$ cat src/rtl/alu_pkg.sv
// Shared ALU definitions for the execute stage.
//   - alu_op_t codes used by the ALU decoder (13..15 are the M-extension ops
//     handled by the multi-cycle sequencer alu_muldiv_seq).
//   - muldiv_state_t : state encoding of the mul/div sequencer.
//   - is_muldiv_op() : true for the codes the sequencer actually computes.
package alu_pkg;

  localparam logic [3:0] ALU_OP_ADD  = 4'd0;
  localparam logic [3:0] ALU_OP_SUB  = 4'd1;
  localparam logic [3:0] ALU_OP_SLL  = 4'd2;
  localparam logic [3:0] ALU_OP_SLT  = 4'd3;
  localparam logic [3:0] ALU_OP_SLTU = 4'd4;
  localparam logic [3:0] ALU_OP_XOR  = 4'd5;
  localparam logic [3:0] ALU_OP_SRL  = 4'd6;
  localparam logic [3:0] ALU_OP_SRA  = 4'd7;
  localparam logic [3:0] ALU_OP_OR   = 4'd8;
  localparam logic [3:0] ALU_OP_AND  = 4'd9;
  localparam logic [3:0] ALU_OP_LUI  = 4'd10;
  localparam logic [3:0] ALU_OP_PASS = 4'd11;
  localparam logic [3:0] ALU_OP_EQ   = 4'd12;
  localparam logic [3:0] ALU_OP_MUL  = 4'd13;
  localparam logic [3:0] ALU_OP_DIV  = 4'd14;
  localparam logic [3:0] ALU_OP_MOD  = 4'd15;

  typedef enum logic [1:0] {
    IDLE = 2'd0,
    CALC = 2'd1,
    FIX  = 2'd2,
    DONE = 2'd3
  } muldiv_state_t;

  function automatic logic is_muldiv_op(input logic [3:0] op);
    return (op == ALU_OP_MUL) || (op == ALU_OP_DIV) || (op == ALU_OP_MOD);
  endfunction

endpackage

$ cat src/rtl/muldiv_step.sv
// One iteration of the shared mul/div datapath (purely combinational).
//   is_mul    : 1 = shift-add multiply step, 0 = restoring divide step
//   acc       : WIDTH+1 bit accumulator (mul, low WIDTH bits) / remainder (div)
//   sh_a      : multiplicand (mul, shifts left) / dividend-quotient (div)
//   sh_b      : multiplier (mul, shifts right) / divisor magnitude (div, constant)
//   *_next    : register values after this iteration
module muldiv_step #(
  parameter int WIDTH = 32
) (
  input  logic             is_mul,
  input  logic [WIDTH:0]   acc,
  input  logic [WIDTH-1:0] sh_a,
  input  logic [WIDTH-1:0] sh_b,
  output logic [WIDTH:0]   acc_next,
  output logic [WIDTH-1:0] sh_a_next,
  output logic [WIDTH-1:0] sh_b_next
);

  logic [WIDTH-1:0] addend;
  logic [WIDTH-1:0] sum;
  logic [WIDTH:0]   rem_sh;
  logic [WIDTH:0]   trial;

  // NOTE: every output and temporary gets a default at the top of the block,
  // so no path leaves a value unassigned and no latch is inferred.
  always_comb begin
    acc_next  = acc;
    sh_a_next = sh_a;
    sh_b_next = sh_b;
    addend    = '0;
    sum       = '0;
    rem_sh    = '0;
    trial     = '0;
    if (is_mul) begin
      // Low half only: the carry out of the WIDTH-bit add is discarded.
      addend    = sh_b[0] ? sh_a : '0;
      sum       = acc[WIDTH-1:0] + addend;
      acc_next  = {1'b0, sum};
      sh_a_next = sh_a << 1;
      sh_b_next = sh_b >> 1;
    end else begin
      // The dividend is consumed MSB-first from sh_a while quotient bits
      // enter at the LSB; bit WIDTH of the trial difference is its sign.
      rem_sh    = {acc[WIDTH-1:0], sh_a[WIDTH-1]};
      trial     = rem_sh - {1'b0, sh_b};
      sh_a_next = {sh_a[WIDTH-2:0], ~trial[WIDTH]};
      acc_next  = trial[WIDTH] ? rem_sh : trial;
    end
  end

endmodule

$ cat src/rtl/alu_muldiv_seq.sv
// Multi-cycle sequencer for RISC-V mul / div / rem (ALU ops 13/14/15).
//   clk, rst           : clock, asynchronous active-high reset
//   req_valid/req_ready: operation request handshake (ready only in IDLE)
//   alu_op, a, b       : operation code and two's complement operands
//   flush              : abort an operation in CALC or FIX, no response
//   resp_valid/ready   : result handshake; result held while stalled
//   result             : operation result
//   busy               : sequencer not in IDLE
module alu_muldiv_seq
  import alu_pkg::*;
#(
  parameter int WIDTH = 32
) (
  input  logic             clk,
  input  logic             rst,
  input  logic             req_valid,
  output logic             req_ready,
  input  logic [3:0]       alu_op,
  input  logic [WIDTH-1:0] a,
  input  logic [WIDTH-1:0] b,
  input  logic             flush,
  output logic             resp_valid,
  input  logic             resp_ready,
  output logic [WIDTH-1:0] result,
  output logic             busy
);

  localparam logic [WIDTH-1:0] MOST_NEG = {1'b1, {(WIDTH-1){1'b0}}};
  localparam logic [5:0]       LAST_IT  = 6'(WIDTH - 1);

  muldiv_state_t    state, state_next;
  logic [5:0]       count;
  logic [3:0]       op_q;
  logic             neg_q;
  logic [WIDTH:0]   acc;
  logic [WIDTH-1:0] sh_a;
  logic [WIDTH-1:0] sh_b;
  logic [WIDTH-1:0] result_q;

  logic [WIDTH:0]   acc_next;
  logic [WIDTH-1:0] sh_a_next;
  logic [WIDTH-1:0] sh_b_next;

  // Accept-time decode
  logic             accept;
  logic             in_divmod;
  logic             special;
  logic [WIDTH-1:0] special_val;
  logic [WIDTH-1:0] a_abs;
  logic [WIDTH-1:0] b_abs;
  logic [WIDTH-1:0] fixed_val;

  assign accept    = req_valid && (state == IDLE);
  assign in_divmod = (alu_op == ALU_OP_DIV) || (alu_op == ALU_OP_MOD);
  assign a_abs     = a[WIDTH-1] ? (~a + 1'b1) : a;
  assign b_abs     = b[WIDTH-1] ? (~b + 1'b1) : b;

  always_comb begin
    special     = 1'b0;
    special_val = '0;
    if (!is_muldiv_op(alu_op)) begin
      special     = 1'b1;
      special_val = '0;
    end else if (in_divmod && (b == '0)) begin
      special     = 1'b1;
      special_val = (alu_op == ALU_OP_DIV) ? '1 : a;
    end else if (in_divmod && (a == MOST_NEG) && (b == '1)) begin
      // Signed overflow: the quotient wraps back to the dividend.
      special     = 1'b1;
      special_val = (alu_op == ALU_OP_DIV) ? a : '0;
    end
  end

  // Sign correction applied in FIX; neg_q already folds in the op's rule.
  always_comb begin
    fixed_val = acc[WIDTH-1:0];
    case (op_q)
      ALU_OP_DIV: fixed_val = neg_q ? (~sh_a + 1'b1) : sh_a;
      ALU_OP_MOD: fixed_val = neg_q ? (~acc[WIDTH-1:0] + 1'b1) : acc[WIDTH-1:0];
      default:    fixed_val = acc[WIDTH-1:0];
    endcase
  end

  muldiv_step #(.WIDTH(WIDTH)) u_step (
    .is_mul    (op_q == ALU_OP_MUL),
    .acc       (acc),
    .sh_a      (sh_a),
    .sh_b      (sh_b),
    .acc_next  (acc_next),
    .sh_a_next (sh_a_next),
    .sh_b_next (sh_b_next)
  );

  // State register
  // NOTE: sequential state is updated with non-blocking assignments only, so
  // every flop samples the pre-edge values regardless of statement order.
  always_ff @(posedge clk or posedge rst) begin
    if (rst) state <= IDLE;
    else     state <= state_next;
  end

  always_comb begin
    state_next = state;
    case (state)
      IDLE: if (req_valid) state_next = special ? DONE : CALC;
      CALC: begin
        if (flush)                 state_next = IDLE;
        else if (count == LAST_IT) state_next = FIX;
      end
      FIX:  state_next = flush ? IDLE : DONE;
      DONE: if (resp_ready) state_next = IDLE;
      default: state_next = IDLE;
    endcase
  end

  // Datapath, counter and result registers
  always_ff @(posedge clk or posedge rst) begin
    if (rst) begin
      count    <= '0;
      op_q     <= '0;
      neg_q    <= 1'b0;
      acc      <= '0;
      sh_a     <= '0;
      sh_b     <= '0;
      result_q <= '0;
    end else begin
      case (state)
        IDLE: if (accept) begin
          op_q  <= alu_op;
          count <= '0;
          acc   <= '0;
          if (alu_op == ALU_OP_DIV)      neg_q <= a[WIDTH-1] ^ b[WIDTH-1];
          else if (alu_op == ALU_OP_MOD) neg_q <= a[WIDTH-1];
          else                           neg_q <= 1'b0;
          // Multiply works on raw operands; divide on magnitudes.
          sh_a  <= in_divmod ? a_abs : a;
          sh_b  <= in_divmod ? b_abs : b;
          if (special) result_q <= special_val;
        end
        CALC: if (!flush) begin
          acc   <= acc_next;
          sh_a  <= sh_a_next;
          sh_b  <= sh_b_next;
          count <= count + 6'd1;
        end
        FIX: if (!flush) result_q <= fixed_val;
        default: ;
      endcase
    end
  end

  assign req_ready  = (state == IDLE);
  assign resp_valid = (state == DONE);
  assign busy       = (state != IDLE);
  assign result     = result_q;

endmodule
$ cat config.mk
export PLATFORM = sky130hd
export DESIGN_NAME = alu_muldiv_seq
export DESIGN_NICKNAME = d
export VERILOG_FILES = /design/src/rtl/alu_pkg.sv /design/src/rtl/muldiv_step.sv /design/src/rtl/alu_muldiv_seq.sv
export SDC_FILE = /design/constraint.sdc
export NUM_CORES = 1
export LEC_CHECK = 0
export CAP_MARGIN = 5
export CORE_MARGIN = 1.5
export CORE_UTILIZATION = 31
export DETAILED_ROUTE_END_ITERATION = 8
export HOLD_SLACK_MARGIN = 0.03
export PLACE_DENSITY_LB_ADDON = 0.1
export SETUP_SLACK_MARGIN = 0.05
export SKIP_CTS_REPAIR_TIMING = 1
export SLEW_MARGIN = 0
export SYNTH_ARGS = -nofsm -noshare
export SYNTH_HDL_FRONTEND = slang
export SYNTH_SLANG_ARGS = --single-unit
$ cat constraint.sdc
create_clock -name clk -period 6.1 [get_ports clk]
set_input_delay 0.915 -clock clk [delete_from_list [all_inputs] [get_ports clk]]
set_output_delay 0.915 -clock clk [all_outputs]
set_load 0.005 [all_outputs]
# Yosys cells after proc, flatten, opt, wreduce, memory -nomap -nowiden
# Index checks and enable logic that the tools add are counted.
[totals] register_bits=141 in_bits=73 output_inout_bits=35 wordCells=103
[op_classes] addsub=7 n_eq_ne=20 muxes=45 bitwise_logic=6 reduce_logical=17
[ops] op="32-bit two-way mux" n=24
[ops] op="32-bit one-hot mux with 2 select lines" n=5
[ops] op="32-bit by 1-bit adder with 32-bit output, second input constant" n=4
[ops] op="32-bit NOT" n=4
[ops] op="32-bit equality test, second input constant" n=2
[ops] op="33-bit by 32-bit subtractor with 33-bit output" n=1
[ops] op="32-bit adder" n=1
[ops] op="32-bit zero test" n=1
[ops] op="4-bit equality test, second input constant" n=6
[ops] op="2-bit two-way mux" n=6
[ops] op="6-bit two-way mux" n=2
[ops] op="6-bit one-hot mux with 2 select lines" n=1
[ops] op="2-bit by 1-bit inequality test with 1-bit output, second input constant" n=4
[ops] op="2-bit one-hot mux with 4 select lines" n=1
[ops] op="4-bit AND reduction" n=2
[ops] op="6-bit by 1-bit adder with 6-bit output, second input constant" n=1
[ops] op="6-bit by 5-bit equality test with 1-bit output, second input constant" n=1
[ops] op="1-bit two-way mux" n=6
[ops] op="2-bit inequality test, second input constant" n=3
[ops] op="3-bit AND reduction" n=2
[ops] op="2-bit nonzero test" n=3
[ops] op="2-bit equality test, second input constant" n=2
[ops] op="1-bit logical AND" n=4
[ops] op="1-bit logical OR" n=3
[ops] op="other kinds (6)" n=6

# Longest topological paths before layout
[depth] word_depth=10 ltp_mapped=14 mapped_depth_nobuf=13

# By module
# From an unflattened synthesis, not the netlist that was laid out.
[hier_totals] cells_unflattened=1933 hier_area_um2=14436.3
[by_module_without_submodules] mod="alu_muldiv_seq" n_inst=1 cells_each=1194 area_each_um2=9584.2 seq_area_each_um2=3553.4
[by_module_without_submodules] mod="muldiv_step" n_inst=1 cells_each=739 area_each_um2=4852.2 seq_area_each_um2=0.0

# Worst setup path after synthesis
# No wires, ideal clock.
[synth_timing] path_type="input -> register" start="in b[26]" end="reg result_q[23] (netlist: result[23])" setup_time_ns=0.101 t_arrival_ns=3.400 t_required_ns=5.999 slack_ns=2.599 stages=7 path_buffers=1 path_cell_list="or3_1 > or3_1 > or4b_1 > or4_4 > a211o_1 > buf_6 > o311ai_2"
[synth_via] elab_chain_len=8 word_cells_on_any_way=15 classes_between="2 x eq/ne; 9 x mux; 4 x reduce/logical"
[synth_lines] item="start, declared" line="alu_muldiv_seq.sv:20" text="input logic [WIDTH-1:0] b,"
[synth_lines] item="32-bit equality test" line="alu_muldiv_seq.sv:67" text="end else if (in_divmod && (a == MOST_NEG) && (b == '1)) begin"
[synth_lines] item="1-bit logical AND" line="alu_muldiv_seq.sv:67"
[synth_lines] item="32-bit two-way mux" line="alu_muldiv_seq.sv:67"
[synth_lines] item="32-bit two-way mux" line="alu_muldiv_seq.sv:64" text="end else if (in_divmod && (b == '0)) begin"
[synth_lines] item="32-bit two-way mux" line="alu_muldiv_seq.sv:61" text="if (!is_muldiv_op(alu_op)) begin"
[synth_lines] item="32-bit two-way mux" line="alu_muldiv_seq.sv:138" text="if (special) result_q <= special_val;"
[synth_lines] item="32-bit two-way mux" line="alu_muldiv_seq.sv:128" text="IDLE: if (accept) begin"
[synth_lines] item="32-bit one-hot mux with 2 select lines" line="alu_muldiv_seq.sv:127" text="case (state)"
[synth_lines] item="end signal, assigned" line="alu_muldiv_seq.sv:138"
[synth_lines] item="end signal, assigned" line="alu_muldiv_seq.sv:146" text="FIX: if (!flush) result_q <= fixed_val;"
[synth_lines] item="end, declared" line="alu_muldiv_seq.sv:38" text="logic [WIDTH-1:0] result_q;"
# Several ways; a longest one is shown, not always the timed one. The select of a mux whose other input is x is not followed.
# A chain may end at the register's enable or synchronous reset.

# Worst setup path in the final report
[layout_timing] start="in a[26]" end="reg result_q[12] (netlist: result[12])"
[layout_via] elab_chain_len=9 word_cells_on_any_way=14 classes_between="2 x eq/ne; 9 x mux; 3 x reduce/logical"
[layout_lines] item="start, declared" line="alu_muldiv_seq.sv:19" text="input logic [WIDTH-1:0] a,"
[layout_lines] item="32-bit equality test (*)" line="alu_muldiv_seq.sv:67"
[layout_lines] item="1-bit logical AND (*) (2 in a row)" line="alu_muldiv_seq.sv:67"
[layout_lines] item="32-bit two-way mux" line="alu_muldiv_seq.sv:67"
[layout_lines] item="32-bit two-way mux" line="alu_muldiv_seq.sv:64"
[layout_lines] item="32-bit two-way mux" line="alu_muldiv_seq.sv:61"
[layout_lines] item="32-bit two-way mux" line="alu_muldiv_seq.sv:138"
[layout_lines] item="32-bit two-way mux" line="alu_muldiv_seq.sv:128"
[layout_lines] item="32-bit one-hot mux with 2 select lines" line="alu_muldiv_seq.sv:127"
# Mark *: on every way between the ends. The rest lies on a longest branch, timed or not. The select of a mux whose other input is x is not followed.

==> metrics <==
Syn Nets=~1900; Final Hold Viols=0; CTS Buf Count=17; worst skew pair latency=0.45 ns; Critical Setup Path Class=in -> reg; via count=about 13000; worst path buffer plus inverter count=1; Clock Pin Slew Worst Setup and Hold Paths=0.06 ns; Vias/cell=roughly 5.6; die area=roughly 0.044 mm2; DRC=0; final wirelength=~45000 um; die width=approximately 210 um; largest net degree at the start of global routing=67; clk buf depth=2; Max stage delay cell, worst path=nor4_1; CORE AREA=about 0.042 mm2; synthesized area=0.0133 mm2; Mean Syn Cell Area=7.63 um2; CP Capture Type=flop; critical path's top delay family=simple AND/OR/NAND/NOR gates; Routed Antenna Nets=0; power density of the placed cells=between 500 and 600 mW/mm2; total grt overflow=0; hpwl dp=35200 um; period utilisation layout=between 70 and 80%; crit-path max cell delay=roughly 0.92 ns; row count=75; status=finished, final reports clean; Area Growth Syn to Fin=17.3%; Main synth FF type=dfrtp_1; Cells after Synth=about 1700; crit-path cells=clkdlybuf4s50_1 -> or3_1 -> nor4_1 -> nand4_1 -> nor2_1 -> o311ai_0 -> nand2_1 -> nand2b_2 -> mux2_1; Required @ worst endpoint=roughly 6.4 ns; Worst-Margin Slew=1.20 ns; post-route minimum period=between 4 and 5 ns; number of global-route vias before repair=roughly 13000; P_leak=6.45 nW; Pre-antenna DRT Iters=5; area of the multi-input gates=just over 0.009 mm2; Slew Viols, Final=0; routability cong.=0.858; fmax=approximately 220 MHz; io pins=between 100 and 150; maximum VDD drop=between 0.3 and 0.4 mV; Starting Density=between 30% and 40%; fillcell total=~4400; number of synthesized flops with an enable pin=0; Warnings, synthesis=0; share of cells above drive strength 1=about 5.3%; WL/cell=19.2 um; total track usage=between 20% and 30%; count of max-cap constraint violations=0; CP arrival=4.91 ns; CTS Root Cell=clkbuf_16; Post-synth ARST share=between 90% and 100%; setup TNS=0 ns; worst min path class=reg -> reg; register area=0.00353 mm2; first-pass GRT wire length=between 70000 and 80000 um; final core occ=a little under two fifths; skew final=0.0104 ns; drt initial violations=roughly 740; n_diodes=0; RSZ-0062 raised after global routing=false; htree depth=4; Netlist cell types=75; Die Span Y=between 200 and 250 um; nets=between 1500 and 2000; Worst slew margin=19.4%; IO Port Bufs=107; CTS tree=done; maximum fanout along the worst path=46; Startpoint Class=primary input; final hold slack=a little under 0.5 ns; flops & latches, synth=141; initial antenna violation count=0; Setup Viol. Count Final=0; sequential-to-total area share from yosys stat=a little over a quarter; CTS Sinks=roughly 140
-- per-layer routing --
layer / wire, um / vias up / GRT usage, %
li1: - / 6478 / -
met1: 21000 / 6371 / 27.9
met2: 22100 / 251 / 35.5
met3: 1560 / 43 / 2.70
met4: 760 / 0 / 5.36
met5: 0 / - / 0
-- stage by stage --
step / power (mW) / instance area [um2] / std cells / setup slack (ns)
6_report: 8.38 / 15600 / 2359 / 1.52
5_1_grt: 9.16 / 15600 / 2359 / 1.39
3_5_place_dp: 7.22 / 14900 / 2327 / 1.02
3_3_place_gp: 7.20 / 14900 / 2327 / 1.04
4_1_cts: 8.43 / 15600 / 2359 / 1.49
2_1_floorplan: 5.63 / 13300 / 1741 / 1.40
-- state kept, by name, indices dropped and copies added, names as in the netlist --
signal	count
acc	32
result	32
sh_b	32
op_q	4
count	6
neg_q	1
sh_a	32
state	2
-- area by class of cell --
class | count | area share, %
flip-flops and latches | 141 | 22.7
clock buffers | 20 | 2.87
multi-input cells | 1437 | 58.8
inverters | 72 | 1.77
well taps | 539 | 4.33
clock inverters | 12 | 1.24
repair buffers | 138 | 8.37
-- where the power goes --
| part | internal, mW | total, mW | switching [mW] |
|---|---|---|---|
| combinational | 2.19 | 5.21 | 3.02 |
| sequential | 1.32 | 1.99 | 0.673 |
| clock | 0.733 | 1.17 | 0.439 |
| total | 4.25 | 8.38 | 4.13 |
-- Yosys cell counts, types with 19 or more instances --
master	instances	area [um2]
ha_1	70	876
xnor2_1	70	613
clkbuf_1	72	270
a22oi_1	49	368
nor3_1	23	115
nand4_1	23	144
dfrtp_1	141	3530
or3_1	26	163
a21oi_1	159	796
o31ai_1	19	143
nand3_1	28	140
and2_1	42	263
nand2_1	172	646
o21ai_1	22	110
nor2_1	180	676
xor2_1	76	666
inv_1	72	270
a21o_1	38	285
o21ai_0	177	886
-- cell families (layout without fill, tap and decap cells) --
family                     Yosys count  in the layout  synth area share, %
and+or+nand+nor                    579            579                 20.8
AOI/OAI and AO/OA                  619            619                 29.6
xor gates and xnor gates           146            146                 9.63
DFF                                141            141                 26.6
buffers and inverters              163            242                 4.86
adders and majority gates           72             72                 6.90
muxes                               21             21                 1.69
-- path summary, 6_finish.rpt --
kind	cells past startpoint	start	slack, ns	endpoint
max	9	a[26]	1.52	result[12]
min	2	result[30]	0.49	result[30]
max reg2reg	12	sh_b[0]	1.76	acc[5]
min reg2reg	2	result[30]	0.49	result[30]
max in group asynchronous	3	rst	4.16	sh_b[1]
min in group asynchronous	2	rst	0.89	result[7]
-- worst reg2reg max path: cells and delay by family (launching register included) --
family	cells	cell delay (ns)
buffers and inverters	1	0.36
multiplexers	1	0.22
adder cells (fa/ha/maj)	2	0.79
AND/OR/NAND/NOR	2	0.41
flip-flops	1	0.71
AO/OA/AOI/OAI	6	1.75
-- layout by cell type (no fill, tap or decap), types with 10 or more instances in the layout --
master	instances
nor2_1	178
o21ai_0	177
nand2_1	172
a21oi_1	159
dfrtp_1	141
clkdlybuf4s50_1	107
xor2_1	76
inv_1	71
xnor2_1	70
ha_1	70
a22oi_1	49
and2_1	42
a21o_1	38
buf_4	31
nand3_1	28
or3_1	26
nor3_1	23
nand4_1	23
o21ai_1	21
o31ai_1	19
clkbuf_16	17
nand2b_1	16
nor4_1	16
o211ai_1	15
or4_1	13
o41ai_1	13
a31oi_1	12
o21a_1	10
mux2i_1	10
Note: power is estimated with default switching activity, not from simulation.
